<file path="src/rtl/bcd_conv_arbiter_if.sv">
// Requester/display bus for the shared binary-to-BCD converter.
// The master modport is the requester/display side, and the slave modport is the converter.
interface bcd_conv_arbiter_if #(
    parameter int NREQ = 2
);
    logic [NREQ-1:0]   req;
    logic [8*NREQ-1:0] data;
    logic [NREQ-1:0]   gnt;
    logic              busy;
    logic              done;
    logic [1:0]        done_id;
    logic [3:0]        d1;
    logic [3:0]        d10;
    logic [3:0]        d100;
    logic              ovf;

    modport master (
        output req, data,
        input  gnt, busy, done, done_id, d1, d10, d100, ovf
    );

    modport slave (
        input  req, data,
        output gnt, busy, done, done_id, d1, d10, d100, ovf
    );
endinterface

</file>
<file path="src/rtl/bcd_conv_arbiter.sv">
// Round-robin shared double-dabble converter: an 8-bit value becomes three BCD digits in 8 shifts.
// Optional macro BCD_CLAMP99_EN saturates results above 99 to 0/9/9 for two-digit displays.
module bcd_conv_arbiter #(
    parameter int NREQ = 2
) (
    input  logic                clk,
    input  logic                rst_n,
    bcd_conv_arbiter_if.slave   bus
);
    typedef enum logic {IDLE = 1'b0, SHIFT = 1'b1} state_t;

    state_t          state_q, state_d;
    logic [2:0]      cnt_q, cnt_d;
    logic [7:0]      opnd_q, opnd_d;
    logic [11:0]     bcd_q, bcd_d;
    logic [1:0]      last_q, last_d;
    logic [1:0]      cur_id_q, cur_id_d;
    logic [NREQ-1:0] gnt_q, gnt_d;
    logic            done_q, done_d;
    logic [1:0]      done_id_q, done_id_d;
    logic [3:0]      d1_q, d1_d, d10_q, d10_d, d100_q, d100_d;
    logic            ovf_q, ovf_d;
    logic [2:0]      pick_s;
    logic [11:0]     step_s;

    // One double-dabble step: add 3 to every nibble that is 5 or more, then shift in the next bit.
    function automatic logic [11:0] bcd_step(input logic [11:0] b, input logic in_bit);
        logic [11:0] a;
        a = b;
        for (int n = 0; n < 3; n++) begin
            if (a[4*n +: 4] >= 4'd5) begin
                a[4*n +: 4] = a[4*n +: 4] + 4'd3;
            end else begin
                a[4*n +: 4] = a[4*n +: 4];
            end
        end
        return {a[10:0], in_bit};
    endfunction

    // Returns {found, index}. The nearest requester after the last grant wins.
    function automatic logic [2:0] rr_pick(input logic [NREQ-1:0] r, input logic [1:0] last);
        logic [1:0] idx;
        rr_pick = 3'b000;
        for (int k = NREQ; k >= 1; k--) begin
            idx = 2'((int'(last) + k) % NREQ);
            if (r[idx]) begin
                rr_pick = {1'b1, idx};
            end else begin
                rr_pick = rr_pick;
            end
        end
    endfunction

    // State and output registers. Reset discards any conversion in flight.
    always_ff @(posedge clk or negedge rst_n) begin
        if (!rst_n) begin
            state_q   <= IDLE;
            cnt_q     <= 3'd0;
            opnd_q    <= 8'd0;
            bcd_q     <= 12'd0;
            last_q    <= 2'(NREQ - 1);
            cur_id_q  <= 2'd0;
            gnt_q     <= '0;
            done_q    <= 1'b0;
            done_id_q <= 2'd0;
            d1_q      <= 4'd0;
            d10_q     <= 4'd0;
            d100_q    <= 4'd0;
            ovf_q     <= 1'b0;
        end else begin
            state_q   <= state_d;
            cnt_q     <= cnt_d;
            opnd_q    <= opnd_d;
            bcd_q     <= bcd_d;
            last_q    <= last_d;
            cur_id_q  <= cur_id_d;
            gnt_q     <= gnt_d;
            done_q    <= done_d;
            done_id_q <= done_id_d;
            d1_q      <= d1_d;
            d10_q     <= d10_d;
            d100_q    <= d100_d;
            ovf_q     <= ovf_d;
        end
    end

    // Arbitration, shift sequencing and result loading.
    always_comb begin
        state_d   = state_q;
        cnt_d     = cnt_q;
        opnd_d    = opnd_q;
        bcd_d     = bcd_q;
        last_d    = last_q;
        cur_id_d  = cur_id_q;
        gnt_d     = '0;
        done_d    = 1'b0;
        done_id_d = done_id_q;
        d1_d      = d1_q;
        d10_d     = d10_q;
        d100_d    = d100_q;
        ovf_d     = ovf_q;
        pick_s    = rr_pick(bus.req, last_q);
        step_s    = bcd_step(bcd_q, opnd_q[7]);
        case (state_q)
            IDLE: begin
                if (pick_s[2]) begin
                    gnt_d[pick_s[1:0]] = 1'b1;
                    opnd_d   = bus.data[8*pick_s[1:0] +: 8];
                    bcd_d    = 12'd0;
                    cnt_d    = 3'd0;
                    last_d   = pick_s[1:0];
                    cur_id_d = pick_s[1:0];
                    state_d  = SHIFT;
                end else begin
                    state_d = IDLE;
                end
            end
            SHIFT: begin
                opnd_d = {opnd_q[6:0], 1'b0};
                bcd_d  = step_s;
                cnt_d  = cnt_q + 3'd1;
                if (cnt_q == 3'd7) begin
                    state_d   = IDLE;
                    done_d    = 1'b1;
                    done_id_d = cur_id_q;
                    ovf_d     = (step_s[11:8] != 4'd0);
`ifdef BCD_CLAMP99_EN
                    if (step_s[11:8] != 4'd0) begin
                        d100_d = 4'd0;
                        d10_d  = 4'd9;
                        d1_d   = 4'd9;
                    end else begin
                        d100_d = step_s[11:8];
                        d10_d  = step_s[7:4];
                        d1_d   = step_s[3:0];
                    end
`else
                    d100_d = step_s[11:8];
                    d10_d  = step_s[7:4];
                    d1_d   = step_s[3:0];
`endif
                end else begin
                    state_d = SHIFT;
                end
            end
            default: begin
                state_d = IDLE;
            end
        endcase
    end

    assign bus.gnt     = gnt_q;
    assign bus.busy    = (state_q == SHIFT);
    assign bus.done    = done_q;
    assign bus.done_id = done_id_q;
    assign bus.d1      = d1_q;
    assign bus.d10     = d10_q;
    assign bus.d100    = d100_q;
    assign bus.ovf     = ovf_q;
endmodule
</file>
<file path="src/flat_wrapper.sv">
// flat-port wrapper written by rule: the top's interface ports become plain ports
module bcd_conv_arbiter_flat 
#(
    parameter int NREQ = 2
)
  (clk, rst_n, bus_req, bus_data, bus_gnt, bus_busy, bus_done, bus_done_id, bus_d1, bus_d10, bus_d100, bus_ovf);
  bcd_conv_arbiter_if #(.NREQ(NREQ)) bus_i ();
  input  logic clk;
  input  logic rst_n;
  input wire logic [$bits(bus_i.req)-1:0] bus_req;
  input wire logic [$bits(bus_i.data)-1:0] bus_data;
  output wire logic [$bits(bus_i.gnt)-1:0] bus_gnt;
  output wire logic [$bits(bus_i.busy)-1:0] bus_busy;
  output wire logic [$bits(bus_i.done)-1:0] bus_done;
  output wire logic [$bits(bus_i.done_id)-1:0] bus_done_id;
  output wire logic [$bits(bus_i.d1)-1:0] bus_d1;
  output wire logic [$bits(bus_i.d10)-1:0] bus_d10;
  output wire logic [$bits(bus_i.d100)-1:0] bus_d100;
  output wire logic [$bits(bus_i.ovf)-1:0] bus_ovf;
  assign bus_i.req = bus_req;
  assign bus_i.data = bus_data;
  assign bus_gnt = bus_i.gnt;
  assign bus_busy = bus_i.busy;
  assign bus_done = bus_i.done;
  assign bus_done_id = bus_i.done_id;
  assign bus_d1 = bus_i.d1;
  assign bus_d10 = bus_i.d10;
  assign bus_d100 = bus_i.d100;
  assign bus_ovf = bus_i.ovf;
  bcd_conv_arbiter #(.NREQ(NREQ)) u_core (.clk(clk), .rst_n(rst_n), .bus(bus_i));
endmodule
</file>
<file path="config.mk">
export PLATFORM = sky130hd
export DESIGN_NAME = bcd_conv_arbiter_flat
export DESIGN_NICKNAME = d
export VERILOG_FILES = /design/src/rtl/bcd_conv_arbiter_if.sv /design/src/rtl/bcd_conv_arbiter.sv /design/src/flat_wrapper.sv
export SDC_FILE = /design/constraint.sdc
export NUM_CORES = 1
export LEC_CHECK = 0
export CELL_PAD_IN_SITES_DETAIL_PLACEMENT = 2
export CELL_PAD_IN_SITES_GLOBAL_PLACEMENT = 2
export CORE_ASPECT_RATIO = 0.9
export CORE_MARGIN = 3
export CORE_UTILIZATION = 28
export CTS_BUF_LIST = sky130_fd_sc_hd__clkbuf_16
export CTS_CLUSTER_DIAMETER = 80
export CTS_CLUSTER_SIZE = 8
export DETAILED_ROUTE_END_ITERATION = 12
export PLACE_DENSITY = 0.7
export SETUP_SLACK_MARGIN = 0.15
export SYNTH_ARGS = -nofsm -noshare
export SYNTH_HDL_FRONTEND = slang
export SYNTH_SLANG_ARGS = --single-unit
</file>
<file path="constraint.sdc">
create_clock -name clk -period 3.43 [get_ports clk]
set_input_delay 0.343 -clock clk [delete_from_list [all_inputs] [get_ports clk]]
set_output_delay 0.343 -clock clk [all_outputs]
set_load 0.005 [all_outputs]
</file>
# After elaboration in Yosys (flattened, before gate mapping)
# Index checks and enable logic that the tools add are counted.
dict set report totals {
  input_bits 20
  register_bits 45
  elab_cells 60
  out_inout_bits 19
}
dict set report op_classes {
  n_addsub 6
  mux 24
  n_reduce_logical 4
  eq_ne 2
  n_lt_le_gt_ge 7
  bitwise 3
  n_shift 1
}
# operator n
set op_table {}
lappend op_table {{12-bit one-hot mux with 2 select lines} 1}
lappend op_table {{8-bit one-hot mux with 2 select lines} 1}
lappend op_table {{16-bit by 6-bit indexed part select with 8-bit output} 1}
lappend op_table {{4-bit by 3-bit greater-or-equal comparator with 1-bit output, second input constant} 3}
lappend op_table {{12-bit 2-to-1 mux} 1}
lappend op_table {{3-bit 2-to-1 mux} 4}
lappend op_table {{1-bit 2-to-1 mux} 9}
lappend op_table {{4-bit by 2-bit adder with 4-bit output, second input constant} 2}
lappend op_table {{4-bit 2-to-1 mux} 2}
lappend op_table {{8-bit 2-to-1 mux} 1}
lappend op_table {{2-bit < comparator, second input constant} 3}
lappend op_table {{3-bit one-hot mux with 2 select lines} 1}
lappend op_table {{2-bit 2-to-1 mux} 2}
lappend op_table {{2-bit AND reduction} 2}
lappend op_table {{4-bit nonzero test} 1}
lappend op_table {{3-bit by 1-bit adder with 3-bit output, second input constant} 1}
lappend op_table {{3-bit by 2-bit adder with 3-bit output, second input constant} 1}
lappend op_table {{3-bit == test, second input constant} 1}
lappend op_table {{1-bit adder, second input constant} 2}
lappend op_table {{1-bit AND, first input constant} 2}
lappend op_table {{2-bit by 1-bit greater-or-equal comparator with 1-bit output, second input constant} 1}
lappend op_table {{2-bit by 1-bit inequality test with 1-bit output, second input constant} 1}
lappend op_table {{1-bit one-hot mux with 2 select lines} 1}
lappend op_table {{1-bit demux with 1-bit select} 1}
lappend op_table {{other kinds (2)} 2}

# Logic depth before layout (Yosys ltp)
# Gate-level depths: netlist of the first run.
dict set report logic_depth {
  depth_word 12
  mapped_depth 6
  depth_no_buf 6
}

# Worst setup path before layout of the first run
# OpenSTA, ideal clock, no wires.
dict set report synth_timing {
  path_type {flip-flop to flip-flop}
  from {register u_core.bcd_q[8]}
  to {register u_core.ovf_q, in the netlist u_core.bus.ovf}
  setup_time_ns 0.126
  path_buffers 0
  path_stages_with_launch 6
  synth_period_minus_slack_ns 1.512
  slack_ns 1.918
  arrival_ns 1.386
  t_required_ns 3.304
  cell_sequence {dfrtp_1 > ha_1 > nand2b_2 > a211oi_2 > o211ai_1 > o32a_1}
}
dict set report synth_between {
  elab_chain_len 3
  elab_cells_between_ends 4
  classes_between {add/sub: 1; order compare: 1; mux: 1; reduce/logical: 1}
}
# element line_no
set synth_rtl {}
lappend synth_rtl {{from (decl)} bcd_conv_arbiter.sv:15} ;# logic [11:0] bcd_q, bcd_d;
lappend synth_rtl {{from (signal assigned)} bcd_conv_arbiter.sv:60} ;# bcd_q <= 12'd0;
lappend synth_rtl {{from (signal assigned)} bcd_conv_arbiter.sv:74} ;# bcd_q <= bcd_d;
lappend synth_rtl {{4-bit by 3-bit greater-or-equal comparator with 1-bit output or 3-bit by 2-bit adder with 3-bit output (tied branches)} {bcd_conv_arbiter.sv:31, bcd_conv_arbiter.sv:32}}
lappend synth_rtl {{3-bit 2-to-1 mux *} bcd_conv_arbiter.sv:31} ;# if (a[4*n +: 4] >= 4'd5) begin
lappend synth_rtl {{4-bit nonzero test *} bcd_conv_arbiter.sv:126} ;# ovf_d = (step_s[11:8] != 4'd0);
lappend synth_rtl {{to (signal assigned)} bcd_conv_arbiter.sv:83} ;# ovf_q <= ovf_d;
lappend synth_rtl {{to (decl)} bcd_conv_arbiter.sv:22} ;# logic ovf_q, ovf_d;
# Mark *: on every way between the ends. The rest lies on a longest branch, timed or not.
# A chain may end at the register's enable or synchronous reset.

# Worst setup path in the final report of the first run
dict set report layout_timing {
  from {register u_core.state_q, in the netlist u_core.bus.busy}
  to {register u_core.ovf_q, in the netlist u_core.bus.ovf}
}
dict set report layout_between {
  elab_chain_len 1
}
# element line_no
set layout_rtl {}
lappend layout_rtl {{from (decl)} bcd_conv_arbiter.sv:12} ;# state_t state_q, state_d;
lappend layout_rtl {{from (signal assigned)} bcd_conv_arbiter.sv:71} ;# state_q <= state_d;
lappend layout_rtl {{2-bit AND reduction (no line)} -}
# No other way between the ends.

==> summary.txt, run 1 <==
Yosys
  • Post-synth EDFFs: 0
  • Mapped Cells: 199
  • Top cell type's share of synthesized area: 0.483
  • Synth Net Count: 227
  • Primary FF master, synth: dfrtp_1
  • Synth cell types: 37
  • Avg Cell Area, Syn: 10.9 um^2
  • Ys async rst share: 1.00
  • Yosys warns: 0
  • Post-synthesis sequential element count: 43
  • Cell area after synthesis: 2180 um^2
  • Post-synth top area cell: dfrtp_1
  • Sequential-to-total area share from yosys stat: 0.495
  • Top cells by area, synth: dfrtp_1, mux2_2, a211oi_2

Setup path
  • WP data required: 3.60 ns
  • Critical Path Start Type: flip-flop
  • Reg2reg path depth: 5
  • Worst path cell trace: buf_4, nand2_1, inv_1, o211ai_1, o32a_1
  • Crit end category: flip-flop
  • Critical Path Stages: 5
  • Worst setup path class: reg2reg
  • Critical Path Fanout Max: 32
  • Buf/Inv on CP: 2
  • Crit path max-delay family: buffers and inverters
  • Slowest cell delay on critical path: 0.40 ns
  • CP max-delay cell: inv_1
  • Worst path arrival time: 2.10 ns

Routing
  • DR vias/cell: 4.84
  • WL met3: 149 um
  • Met2 routed WL: 2540 um
  • Drt first pass iters: 4
  • Routed Antenna Nets: 0
  • Routed wire per std cell: 15.8 um
  • Routed vias: 1586
  • Met1 wire length: 2430 um
  • Final wirelength: 5190 um
  • DRC errors left: 0
  • Top Metal Used: met4
  • Initial DRC Count: 40

Global routing
  • Largest net degree at the start of global routing: 44
  • All-Layer GR Usage: 0.130
  • Total gr overflow: 0
  • Initial antenna violation count: 0
  • Vias in the first global route: 1773
  • First-pass GRT wire length: 9050 um

Floorplanning
  • Initial core utilization: 0.298
  • DIE HEIGHT: 89.6 um
  • Die area: 8870 um^2
  • Core Box Area: 7290 um^2
  • Ports: 39
  • # rows: 29
  • Die width: 98.9 um

Power
  • Static leakage: 1.22 nW
  • Total power: 2.40 mW
  • Peak supply drop: 286 uV
  • Pwr/cell area: 876 nW/um^2

Clocking
  • Hold_buf cts: 0
  • TritonCTS Sinks: 43
  • Clk_lat worst skew: 0.28 ns
  • Worst-path clk slew: 0.06 ns
  • TritonCTS Buffers: 5
  • TritonCTS clock tree: built
  • Post-CTS sizing: 0
  • Clk root buf: clkbuf_16
  • CTS max path bufs: 2
  • Max H-tree Level: 2
  • Post-CTS Setup Inserts: 0

Timing
  • Measured slew at the worst slew-check pin: 0.975 ns
  • RSZ-0062 raised after global routing: no
  • Min Clock Period, post-route: 1.93 ns
  • Tcrit/Tclk final: 0.564
  • Fmax: 517 MHz
  • Final setup vio count: 0
  • Final hold slack: 0.217 ns
  • Relative slew slack: 0.350
  • Setup tns final: 0 ns
  • Slew Limit Fails: 0
  • Final Worst Setup Slack: 1.50 ns
  • Final Skew: 0.00507 ns
  • Final hold violations: 0

Cells and area
  • Finished Cell Area: 2740 um^2
  • # diodes: 0
  • Layout cells sized above 1: 0.157
  • Post-Layout Cell Count: 328
  • Core Util, Final: 0.375
  • Fin nets: 262
  • Area Growth Syn to Fin: 25.8%

Hold path
  • Worst hold path class: in2async

Placed design
  • Port bufs: 37
  • Pre-CTS setup slack: 1.32 ns
  • Post-DP HPWL: 3680 um
  • Placed Instances: 320
  • DP Area: 2600 um^2
  • GPL Wtd Cong: 0.720

Flow run
  • Max cap viols: 0

Outcome
  • Status: finished, final reports clean
Yosys cell counts (all sizes together), types with 2 or more instances:
cell type  count
nand2b         6
nor3           2
nand2         21
nor2          11
xnor2          2
a211oi         8
and3           8
ha             8
a21oi          7
mux2i         10
inv            8
buf           10
o21ai         22
a22o          10
mux2           9
nor3b          3
dfrtp         42
and2           2
cell usage in the layout, fill, tap and decap left out, types with 2 or more instances in the layout:
cell,count
a211oi_2,8
a21oi_1,4
a21oi_2,3
a22o_1,9
and3_1,8
buf_4,2
clkbuf_16,5
clkdlybuf4s50_1,36
dfrtp_1,42
ha_1,8
inv_1,9
mux2_2,9
mux2i_1,10
nand2_1,20
nand2b_1,5
nor2_1,11
nor3b_1,3
o21ai_0,15
o21ai_1,7
xnor2_1,2
cell type report:
| cell class | instances | area, um^2 |
|---|---|---|
| fill | 778 | 4560 |
| sequential | 43 | 1080 |
| multi-input combinational | 137 | 992 |
| timing repair buffer | 39 | 380 |
| clock buffer | 5 | 125 |
| tap | 93 | 116 |
| inverter | 8 | 30.0 |
| clock inverter | 3 | 16.3 |
worst register-to-register path, delay by kind of cell, from the launching register on:
family	cells	cell delay, ns
buf+inv	2	0.72
compound gates	2	0.46
flops	1	0.32
simple gates	1	0.31
cell families (layout without fill, tap and decap cells):
family | count (synthesis) | after routing | synth area share
AOI/OAI and AO/OA | 51 | 51 | 0.175
xor gates and xnor gates | 2 | 2 | 0.00805
adders and majority gates | 8 | 8 | 0.0460
buffers and inverters | 19 | 55 | 0.0489
DFF | 43 | 43 | 0.495
muxes | 19 | 19 | 0.0926
other | 1 | 1 | 0.00172
and+or+nand+nor | 56 | 56 | 0.133
final timing paths:
| path | end | slack (ns) | from |
|---|---|---|---|
| hold reg to reg | u_core.bus.d100[3] | 0.48 | u_core.bus.d100[3] |
| max in group asynchronous | u_core.bcd_q[2] | 2.60 | rst_n |
| setup reg to reg | u_core.bus.ovf | 1.50 | u_core.bus.busy |
| min in group clk | u_core.bus.d100[3] | 0.48 | u_core.bus.d100[3] |
| hold / removal | u_core.bus.d100[3] | 0.22 | rst_n |
| setup / recovery | u_core.bus.ovf | 1.50 | u_core.bus.busy |
routing by layer:
layer	up-vias	global-route usage
met4	0	0.0484
met3	5	0.0278
met2	20	0.219
met5	-	0
li1	772	-
met1	789	0.166
registers in the layout (all words and copies together) (netlist names):
signal	count
u_core.bcd_q	12
u_core.opnd_q	8
u_core.bus.d100	4
u_core.bus.d10	4
u_core.bus.d1	4
u_core.cnt_q	3
u_core.bus.gnt	2
u_core.bus.busy	1
u_core.bus.done	1
u_core.bus.done_id	1
u_core.bus.ovf	1
u_core.cur_id_q	1
u_core.last_q	1
power by group:
part	internal, mW	switching (mW)
Combinational	0.548	0.481
Clock	0.266	0.191
Sequential	0.734	0.180
Power figures use the tool's default switching activity.
==> run 2, diff against run 1 <==
==> constraint.sdc (replaced) <==
create_clock -name clk -period 1.8 [get_ports clk]
set_input_delay 0.18 -clock clk [delete_from_list [all_inputs] [get_ports clk]]
set_output_delay 0.18 -clock clk [all_outputs]
set_load 0.005 [all_outputs]
==> summary.txt, run 2 (synthesized netlist as in run 1, its figures left out) <==
Outcome
  • Status: finished, final reports clean

Power
  • Static leakage: 1.26 nW
  • Peak supply drop: 579 uV
  • Pwr/cell area: 1670 nW/um^2

Cells and area
  • Max reg flops: 12
  • # diodes: 0
  • Fin nets: 271
  • Most common cell after layout, fill and taps aside: dfrtp_1
  • Regs by FF count: u_core.bcd_q (12), u_core.opnd_q (8)
  • Layout cells sized above 1: 0.221
  • Area Growth Syn to Fin: 31.2%
  • Reg with most FFs: u_core.bcd_q
  • Most frequent cells in the layout: dfrtp_1, clkdlybuf4s50_1, nand2_1

Routing
  • DR vias/cell: 4.88
  • Drt first pass iters: 3
  • Routed Antenna Nets: 0
  • DRC errors left: 0
  • Final wirelength: 5650 um
  • Initial DRC Count: 25
  • Routed wire per std cell: 16.8 um
  • Routed vias: 1644

Timing
  • Final Skew: 0.00349 ns
  • Tcrit/Tclk final: 0.872
  • Slew Limit Fails: 0
  • Final hold violations: 0
  • Final setup vio count: 0
  • Setup tns final: 0 ns
  • Fmax: 637 MHz
  • Final Worst Setup Slack: 0.230 ns
  • Min Clock Period, post-route: 1.57 ns
  • RSZ-0062 raised after global routing: yes

Global routing
  • First-pass GRT wire length: 9690 um
  • Initial antenna violation count: 0
  • Vias in the first global route: 1830
  • Largest net degree at the start of global routing: 24
  • Total gr overflow: 0
  • All-Layer GR Usage: 0.143

Placed design
  • Post-DP HPWL: 3960 um
  • GPL Wtd Cong: 0.714
  • Port bufs: 37
  • Pre-CTS setup slack: 0.174 ns

Clocking
  • TritonCTS Sinks: 43
  • Max H-tree Level: 2
  • CTS max path bufs: 2
  • Clk root buf: clkbuf_16
  • Worst-path clk slew: 0.06 ns
  • Clk_lat worst skew: 0.28 ns
  • TritonCTS Buffers: 5
  • TritonCTS clock tree: built

Setup path
  • R2R setup slack: 0.23 ns
  • R2R Path Start: u_core.bcd_q[8]
  • Critical Path Fanout Max: 4
  • Worst setup path class: reg2reg
  • WP data required: 1.97 ns
  • Worst path arrival time: 1.74 ns
  • Critical Path Start Type: flip-flop
  • Crit end category: flip-flop
  • R2R Path End: u_core.bus.ovf
  • Reg2reg path depth: 5

Floorplanning
  • Ports: 39
  • Die width: 98.9 um
  • Die area: 8870 um^2
  • # rows: 29
  • Initial core utilization: 0.298
  • Core Box Area: 7290 um^2
  • DIE HEIGHT: 89.6 um

Hold path
  • Worst hold path class: in2async

Flow run
  • Max cap viols: 0
[run 2: worst max-delay path by stage]
stage / from / end / slack, ns / cells after the start
final: u_core.bcd_q[8] / u_core.bus.ovf / 0.23 / 5
after global placement: u_core.bcd_q[8] / u_core.bus.ovf / 0.24 / 5
after global routing: u_core.bcd_q[1] / u_core.bus.d1[2] / 0.14 / 6
after floorplan: u_core.bcd_q[8] / u_core.bus.ovf / 0.29 / 5
after detailed placement: u_core.bcd_q[8] / u_core.bus.ovf / 0.17 / 5
after CTS: u_core.bcd_q[8] / u_core.bus.ovf / 0.17 / 5
[run 2: what timing repair did]
item                                    in CTS  in global routing
hold endpoints to repair                    18                  0
buffers inserted                             0                  1
hold buffers                                 1                  0
endpoints found under the setup margin       0                 11
gates resized for setup                      0                 10
[run 2: per-layer routing]
metal  part of all wire  up-vias  GRT usage
met5                  0        -          0
met4              0.018        0     0.0596
met3              0.027        7     0.0286
met2               0.48       21      0.236
met1               0.48      832      0.186
li1                   -      784          -
[run 2: critical path, cell delays in order (launching register included)]
cell and delay, ns:
dfrtp_2 0.43, ha_1 0.22, nand2b_2 0.20, a211oi_2 0.22
o211ai_1 0.10, o32a_1 0.28
[run 2: final cells by class]
cell class              instances  area, um^2
multi-input cells             137        1010
clock buffers                   5         125
fillers                       764        4440
flip-flops and latches         43        1080
repair buffers                 48         479
inverters                       8        30.0
clock inverters                 3        15.0
well taps                      93         116
[run 2: report_power, final]
part | internal [mW] | switching (mW)
Clock | 0.506 | 0.372
Combinational | 1.14 | 0.964
Sequential | 1.40 | 0.366
Total | 3.05 | 1.70
[run 2: metrics by stage]
step	power (mW)	utilization	std cells	area, um^2	hold slack (ns)
after floorplan	3.00	-	199	2180	-0.116
after global placement	3.73	0.367	327	2670	0.179
after detailed placement	3.83	0.367	327	2670	0.174
after CTS	4.77	0.387	336	2820	0.408
after global routing	5.21	0.391	337	2850	0.441
final	4.75	0.391	337	2850	0.389
